File: src/rtl/if_pkg.sv
// Shared IF-stage constants, also imported by main control.
//   HALT_WORD / NOP_WORD     : special instruction words
//   PC_INCREMENT             : sequential PC step in bytes
//   NEXT_PC_SRC_SEQ/NOT_SEQ  : encoding of the next_pc_src select from ID
package if_pkg;

    typedef enum logic {
        NextPcSeq    = 1'b0,
        NextPcNotSeq = 1'b1
    } next_pc_src_e;

    localparam next_pc_src_e NEXT_PC_SRC_SEQ     = NextPcSeq;
    localparam next_pc_src_e NEXT_PC_SRC_NOT_SEQ = NextPcNotSeq;

    localparam logic [31:0] HALT_WORD    = 32'hFFFF_FFFF;
    localparam logic [31:0] NOP_WORD     = 32'h0000_0000;
    localparam int unsigned PC_INCREMENT = 4;

endpackage

File: src/rtl/instruction_memory.sv
// Loadable instruction memory for the IF stage.
// Synchronous write through an auto-incrementing write pointer, asynchronous read.
// Any word at or beyond the write pointer (including addresses past the array) reads
// as HALT, so an unloaded or overrun program stops fetch instead of wrapping.
// Ports:
//   i_clk, i_reset   : clock, asynchronous active-low reset (clears the pointer only)
//   i_wr, i_wr_data  : write strobe (already qualified by the caller) and word
//   i_clear          : synchronous pointer clear, wins over i_wr
//   i_rd_addr        : byte address; bits [1:0] ignored
//   o_rd_data        : fetched word or HALT
//   o_full, o_empty  : pointer == MEM_DEPTH / pointer == 0
module instruction_memory
    import if_pkg::*;
#(
    parameter int unsigned ADDR_WIDTH = 32,
    parameter int unsigned DATA_WIDTH = 32,
    parameter int unsigned MEM_DEPTH  = 64
) (
    input  logic                  i_clk,
    input  logic                  i_reset,
    input  logic                  i_wr,
    input  logic [DATA_WIDTH-1:0] i_wr_data,
    input  logic                  i_clear,
    input  logic [ADDR_WIDTH-1:0] i_rd_addr,
    output logic [DATA_WIDTH-1:0] o_rd_data,
    output logic                  o_full,
    output logic                  o_empty
);

    localparam int unsigned IDX_W = $clog2(MEM_DEPTH);
    localparam logic [IDX_W:0] DepthCount = (IDX_W + 1)'(MEM_DEPTH);

    logic [DATA_WIDTH-1:0] mem_q [MEM_DEPTH];
    // One extra bit so the full state is representable.
    logic [IDX_W:0]        wr_ptr_q, wr_ptr_d;
    logic                  wr_accept;

    logic [IDX_W-1:0]      rd_idx;
    logic                  rd_in_range;
    logic                  unused_addr_lsb;

    assign o_full    = (wr_ptr_q == DepthCount);
    assign o_empty   = (wr_ptr_q == '0);
    assign wr_accept = i_wr & ~o_full & ~i_clear;

    always_comb begin
        wr_ptr_d = wr_ptr_q;
        if (i_clear) begin
            wr_ptr_d = '0;
        end else if (wr_accept) begin
            wr_ptr_d = wr_ptr_q + (IDX_W + 1)'(1);
        end
    end

    always_ff @(posedge i_clk or negedge i_reset) begin
        if (!i_reset) begin
            wr_ptr_q <= '0;
        end else begin
            wr_ptr_q <= wr_ptr_d;
        end
    end

    // Contents survive reset and clear; only the pointer decides what is valid.
    always_ff @(posedge i_clk) begin
        if (wr_accept) begin
            mem_q[wr_ptr_q[IDX_W-1:0]] <= i_wr_data;
        end
    end

    assign rd_idx          = i_rd_addr[IDX_W+1:2];
    assign unused_addr_lsb = ^i_rd_addr[1:0];
    // Upper address bits must be zero: addresses past the array never alias.
    assign rd_in_range     = (i_rd_addr[ADDR_WIDTH-1:IDX_W+2] == '0) &&
                             ({1'b0, rd_idx} < wr_ptr_q);
    assign o_rd_data       = rd_in_range ? mem_q[rd_idx] : DATA_WIDTH'(HALT_WORD);

endmodule

File: src/rtl/instruction_fetch.sv
// IF stage of the 5-stage MIPS pipeline.
// Holds the PC, selects the next PC (sequential or the ID-resolved target), registers the
// IF/ID latch (instruction, PC+4) and freezes fetch once a HALT word is latched.
// Optional build macro IF_FLUSH_ON_JUMP_EN: when defined, a redirect replaces the word
// fetched alongside it with a NOP (no delay slot); when undefined the delay slot executes.
// Ports:
//   i_clk, i_reset     : clock, asynchronous active-low reset
//   i_enable, i_stall  : pipeline advance / hazard hold
//   i_next_pc_src      : 0 sequential, 1 take i_jmp_addr
//   i_jmp_addr         : byte target from ID
//   i_ins_wr, i_ins_wr_data, i_ins_clear : program loader
//   o_instruction, o_next_seq_pc         : IF/ID latch
//   o_pc               : current fetch PC
//   o_halt             : HALT latched, fetch frozen
//   o_mem_full, o_mem_empty              : loader pointer status
module instruction_fetch
    import if_pkg::*;
#(
    parameter int unsigned PC_BUS_SIZE          = 32,
    parameter int unsigned INSTRUCTION_BUS_SIZE = 32,
    parameter int unsigned MEM_DEPTH            = 64
) (
    input  logic                            i_clk,
    input  logic                            i_reset,
    input  logic                            i_enable,
    input  logic                            i_stall,
    input  logic                            i_next_pc_src,
    input  logic [PC_BUS_SIZE-1:0]          i_jmp_addr,
    input  logic                            i_ins_wr,
    input  logic [INSTRUCTION_BUS_SIZE-1:0] i_ins_wr_data,
    input  logic                            i_ins_clear,
    output logic [INSTRUCTION_BUS_SIZE-1:0] o_instruction,
    output logic [PC_BUS_SIZE-1:0]          o_next_seq_pc,
    output logic [PC_BUS_SIZE-1:0]          o_pc,
    output logic                            o_halt,
    output logic                            o_mem_full,
    output logic                            o_mem_empty
);

    localparam logic [INSTRUCTION_BUS_SIZE-1:0] HaltWord = INSTRUCTION_BUS_SIZE'(HALT_WORD);
    localparam logic [INSTRUCTION_BUS_SIZE-1:0] NopWord  = INSTRUCTION_BUS_SIZE'(NOP_WORD);
    localparam logic [PC_BUS_SIZE-1:0]          PcStep   = PC_BUS_SIZE'(PC_INCREMENT);

    logic [PC_BUS_SIZE-1:0]          pc_q, pc_d;
    logic [PC_BUS_SIZE-1:0]          seq_pc_q, seq_pc_d;
    logic [INSTRUCTION_BUS_SIZE-1:0] instr_q, instr_d;
    logic                            halt_q, halt_d;

    logic [PC_BUS_SIZE-1:0]          pc_plus4;
    logic [INSTRUCTION_BUS_SIZE-1:0] fetch_word;
    logic                            adv;
    logic                            redirect;

    instruction_memory #(
        .ADDR_WIDTH (PC_BUS_SIZE),
        .DATA_WIDTH (INSTRUCTION_BUS_SIZE),
        .MEM_DEPTH  (MEM_DEPTH)
    ) u_imem (
        .i_clk     (i_clk),
        .i_reset   (i_reset),
        .i_wr      (i_ins_wr & ~i_enable),
        .i_wr_data (i_ins_wr_data),
        .i_clear   (i_ins_clear),
        .i_rd_addr (pc_q),
        .o_rd_data (fetch_word),
        .o_full    (o_mem_full),
        .o_empty   (o_mem_empty)
    );

    assign adv      = i_enable & ~i_stall & ~halt_q;
    assign pc_plus4 = pc_q + PcStep;
    assign redirect = (i_next_pc_src == NEXT_PC_SRC_NOT_SEQ);

    always_comb begin
        pc_d     = pc_q;
        seq_pc_d = seq_pc_q;
        instr_d  = instr_q;
        halt_d   = halt_q;
        if (i_ins_clear) begin
            pc_d     = '0;
            seq_pc_d = '0;
            instr_d  = NopWord;
            halt_d   = 1'b0;
        end else if (adv) begin
            seq_pc_d = pc_plus4;
            pc_d     = redirect ? i_jmp_addr : pc_plus4;
`ifdef IF_FLUSH_ON_JUMP_EN
            if (redirect) begin
                // Squashed word never executes, so it cannot halt either.
                instr_d = NopWord;
            end else begin
                instr_d = fetch_word;
                halt_d  = (fetch_word == HaltWord);
            end
`else
            // The word fetched alongside a redirect is the delay slot and is kept.
            instr_d = fetch_word;
            halt_d  = (fetch_word == HaltWord);
`endif
        end
    end

    always_ff @(posedge i_clk or negedge i_reset) begin
        if (!i_reset) begin
            pc_q     <= '0;
            seq_pc_q <= '0;
            instr_q  <= NopWord;
            halt_q   <= 1'b0;
        end else begin
            pc_q     <= pc_d;
            seq_pc_q <= seq_pc_d;
            instr_q  <= instr_d;
            halt_q   <= halt_d;
        end
    end

    assign o_pc          = pc_q;
    assign o_next_seq_pc = seq_pc_q;
    assign o_instruction = instr_q;
    assign o_halt        = halt_q;

endmodule

File: config.mk
export PLATFORM = sky130hd
export DESIGN_NAME = instruction_fetch
export DESIGN_NICKNAME = d
export VERILOG_FILES = /design/src/rtl/if_pkg.sv /design/src/rtl/instruction_memory.sv /design/src/rtl/instruction_fetch.sv
export SDC_FILE = /design/constraint.sdc
export NUM_CORES = 2
export LEC_CHECK = 0
export BUFFER_PORTS_ARGS = -buffer_cell sky130_fd_sc_hd__buf_2
export CORE_MARGIN = 2
export CORE_UTILIZATION = 45
export DETAILED_ROUTE_END_ITERATION = 10
export PLACE_DENSITY = 0.61
export SLEW_MARGIN = 20
export SYNTH_ARGS = -nofsm -noshare
export SYNTH_HDL_FRONTEND = slang
export SYNTH_SLANG_ARGS = --single-unit
File: constraint.sdc
create_clock -name i_clk -period 7.9 [get_ports i_clk]
set_clock_uncertainty 0.15 [all_clocks]
set_input_delay 0.79 -clock i_clk [delete_from_list [all_inputs] [get_ports i_clk]]
set_output_delay 0.79 -clock i_clk [all_outputs]
set_load 0.01 [all_outputs]
==> flow_results.org <==
** Status
- The flow ran to the end, and the final reports show no timing, DRC or antenna violations.

** Critical path
- The endpoint identified for the worst register-to-register timing path is o_halt.
- Data on the critical path arrives at its endpoint at 6.04 ns.
- Measured in cells, the most critical reg-to-reg path has a length of 11.
- CP required :: 8.47 ns
- The critical path in this run is classified as flip-flop to flip-flop.
- The worst setup path is launched from a flip-flop.
- Largest fanout of any net on the critical path :: 98
- The worst register-to-register path begins at o_pc[3].
- Worst Setup End Kind :: flip-flop
- Register-to-register path setup slack :: around 2.4 ns

** Synthesis
- Average size of a mapped cell :: 20.2 um^2
- Fraction of synthesis flops using an asynchronous set or reset pin :: 4.83%
- Sequential area share after synthesis :: 75.3%
- Synth Warn # :: 0
- After synthesis, the largest family of logic cells by area is multiplexers.
- Ranked by total cell area, the synthesized netlist is headed by edfxtp_1 (72%), mux4_2 (7.7%), mux2i_1 (3.7%).
- Xor-xnor portion of the synthesized cell area :: 0.350%
- Count of flip-flops with a built-in enable after synthesis :: a little over 2000
- Simple-Gate Fraction of Synth Area :: approximately 2.8%
- Counting flops and latches in the post-synthesis netlist gives between 2000 and 2500.
- Synth top area share :: 72.2%
- Cell count after synthesis :: 4223
- Top flip-flop cell by instance count after synthesis :: edfxtp_1
- Fraction of the mapped netlist area in adder cells :: 0.118%
- In this run the cell area of the synthesized design comes to 85200 um^2.
- Cell accounting for the most synthesized area :: edfxtp_1
- Number of distinct standard cells referenced by the synthesized netlist :: 76
- Proportion of synthesized area in mux cells :: 14.3%
- Area fraction in compound gates after synthesis :: approximately 4.5%
- Net count after synthesis :: ~4300

** Power and ir drop
- Leak :: between 30 and 40 nW
- The clock network accounts for 40.9% of the total power.
- Net switching power :: 0.00568 W
- Switching share of power :: 23.2%
- Worst vdd rail ir drop :: between 0.00015 and 0.0002 V
- Per report_power, the combinational group accounts for 7.7% of the total.
- Register share of total power :: around half
- Power spread over the standard cell area amounts to 254 nW/um^2.
- Cell-internal power :: ~0.019 W

** Worst hold path
- Destination of the worst hold path :: o_pc[0]
- Cell count of the worst hold path :: 3
- Launch point of the worst hold path :: i_jmp_addr[0]
- Tightest Hold Check Type :: primary input to flip-flop

** Die
- Row generation in the floorplan step produced 159 rows.
- Placeable core area :: about 190000 um^2
- X dimension of the die :: between 400 and 500 um
- Effective utilization at floorplan :: approximately 45%
- During I/O placement, the number of pins put on the boundary was 170.
- Chip height :: 439 um
- Die Outline Area :: roughly 190000 um^2

** Finish
- Cells fill between 50% and 60% of the core in the end.
- Register area :: between 60000 and 70000 um^2
- Most common library cell in the layout ignoring fill and taps :: edfxtp_1
- Post-Layout Cell Count :: 7180
- Area of the multi-input gates :: 19400 um^2
- In the layout the commonest cells are edfxtp_1 (2048), mux2i_1 (319), mux4_2 (292), clkbuf_16 (212), nor2_1 (152).
- Fraction of layout instances using a drive strength above 1 :: between 20 and 25%
- At the end of the flow, the number of nets in the layout was 4580.
- After routing the design area is 96500 um^2.
- Area grow syn2layout :: 13.3%
- Fillcell total :: 14800

** CTS
- Maximum buffer depth of the clock tree :: 3
- After clock tree synthesis, the clock-pin slew on the worst setup and hold paths is 0.07 ns.
- TritonCTS created 210 clock buffers.
- Post-cts hold buffer count :: 2
- Once the clock tree was built, the setup fixing pass inserted 0 buffers.
- CTS placed an instance of clkbuf_16 at the clock tree root.
- Clock latency on the worst-skew pair, taken at its later pin, is about 0.86 ns.
- Once the clock tree was built, the resizer swapped 0 gates to a different size.
- The H-tree was split into 4 levels.
- For this design, the sink count on the clock tree is 2152.
- TritonCTS built the clock tree.

** Routing
- After detailed routing, the average wire length per cell comes to roughly 35 um.
- Number of nets with antenna violations after detailed routing :: 0
- Iteration-0 DRC Markers :: around 6600
- After detailed routing, the number of vias per cell comes to 6.33.
- In the routed design, unresolved DRC markers number 0.
- DR vias :: 45500
- The first TritonRoute pass finished after 6 iterations.
- The final layout contains routed wiring with a total length of between 200000 and 300000 um.

** Global route
- The first global-routing pass estimated ~350000 um of wire.
- Gr ovfl total :: 0
- Antenna violations before repair :: 22
- Entering global routing, the biggest net connects 102 pins.
- Global routing consumed, over all layers together, 26.1% of the routing resources.
- Vias in the first global route :: 43000

** STA
- The number of pins with negative max-slew slack in the final report was 0.
- In this run the tightest slew margin relative to its limit is 14.6%.
- Post-route clock period utilization :: 69.2%
- Setup repair after global routing left no endpoint under its margin.
- Worst-Margin Slew :: 1.27 ns
- Setup violations remaining at the end of the flow were counted as 0.
- Total negative slack for setup checks :: 0 ns
- Maximum clock rate :: 183 MHz
- Final Hold Vio Count :: 0
- For the finished layout, the period the worst path requires is 5.47 ns.

** Placed design
- In this run the cell area measured after placement is 89200 um^2.
- The congestion estimate from routability-driven global placement came to 0.962.
- Total half-perimeter wirelength after legalization and detailed placement :: 155000 um
- The count of buffers added on input and output ports is ~170.
- The number of placed instances, taps included, is between 6000 and 7000.

** Job
- Max-cap violation count :: 0
## registers in the layout, indices dropped and copies added, names as in the netlist
signal / count
o_halt: 1
o_pc: 32
o_next_seq_pc: 32
o_instruction: 32
u_imem.mem_q: 2048
u_imem.wr_ptr_q: 7
## logic make-up (layout without fill, tap and decap cells)
group	after synthesis	after routing
muxes	713	713
xor gates and xnor gates	34	34
DFF	2152	2152
buffers and inverters	268	718
adders and majority gates	8	8
and+or+nand+nor	513	513
AOI/OAI and AO/OA	535	535
other	0	12
## through the flow
stage	setup WS [ns]	hold slack [ns]	power [W]
4_1_cts	2.74	0.00461	0.0246
6_report	2.43	0.0634	0.0245
3_3_place_gp	2.34	0.312	0.0147
3_5_place_dp	2.76	0.316	0.0147
5_1_grt	2.54	0.0535	0.0251
2_1_floorplan	3.98	0.344	0.0139
## synthesized netlist by cell type (all sizes together), types with 4 or more instances
cell type  count
nor3          36
buf          161
a221o          5
a221oi        40
and3          20
nor2         219
nand4         20
nor4          25
a311oi         4
a31oi          9
o2111ai        7
clkbuf        94
a21oi         88
a22o           4
xnor2         21
inv           10
a22oi        123
nor3b          6
o31ai         10
and2           6
mux2          17
mux4         377
o21ai         62
nor2b          9
nand3         59
o22ai         33
mux2i        319
edfxtp      2048
o32ai         13
nand2         96
dfrtp        104
ha             8
a32oi          7
nand3b         4
a211oi        62
o211ai         9
xor2          13
nand2b         5
a2111oi        4
o221ai        39
## final cells by class
| class | count | area share [%] |
|---|---|---|
| diodes | 12 | 0.0311 |
| clock buffers | 272 | 5.78 |
| clock inverters | 112 | 1.33 |
| inverters | 13 | 0.0558 |
| multi-input cells | 1803 | 20.1 |
| flip-flops and latches | 2152 | 66.5 |
| well taps | 2495 | 3.24 |
| repair buffers | 321 | 3.03 |
## per-layer routing
| metal | global-route usage, % | vias to the layer above | wire length [um] |
|---|---|---|---|
| met2 | 40.4 | 2754 | 119000 |
| met3 | 5.86 | 464 | 26400 |
| met1 | 36.2 | 24000 | 98000 |
| li1 | - | 18200 | - |
| met5 | 0 | - | 37 |
| met4 | 9.97 | 6 | 10500 |
## power groups by stage
stage          clock network [W]  logic, W  registers, W
3_3_place_gp                   0   0.00185        0.0129
2_1_floorplan                  0   0.00112        0.0128
4_1_cts                   0.0101   0.00187        0.0126
6_report                  0.0100   0.00188        0.0126
5_1_grt                   0.0106   0.00195        0.0126
3_5_place_dp                   0   0.00187        0.0129
## worst max-delay path: stages (launching register included)
cell     delay [ns]
dfrtp_4        0.80
buf_12         0.45
and2_2         0.80
buf_4          0.39
a22oi_1        0.10
a31oi_1        0.52
nand4_1        0.47
nor3_1         0.82
nor4_1         0.17
nand4_1        0.15
or4_1          0.12
o32ai_2        0.07
## how the worst max path moves through the flow
stage,startpoint,to,slack (ns),cells past startpoint
after floorplan,u_imem.wr_ptr_q[3],u_imem.mem_q[59][0],3.98,8
after global placement,o_pc[2],o_halt,2.34,8
after detailed placement,o_pc[2],o_halt,2.76,10
after CTS,o_pc[2],o_halt,2.74,10
after global routing,o_pc[3],o_halt,2.54,11
final,o_pc[3],o_halt,2.43,11
Note: power is estimated with default switching activity, not from simulation.
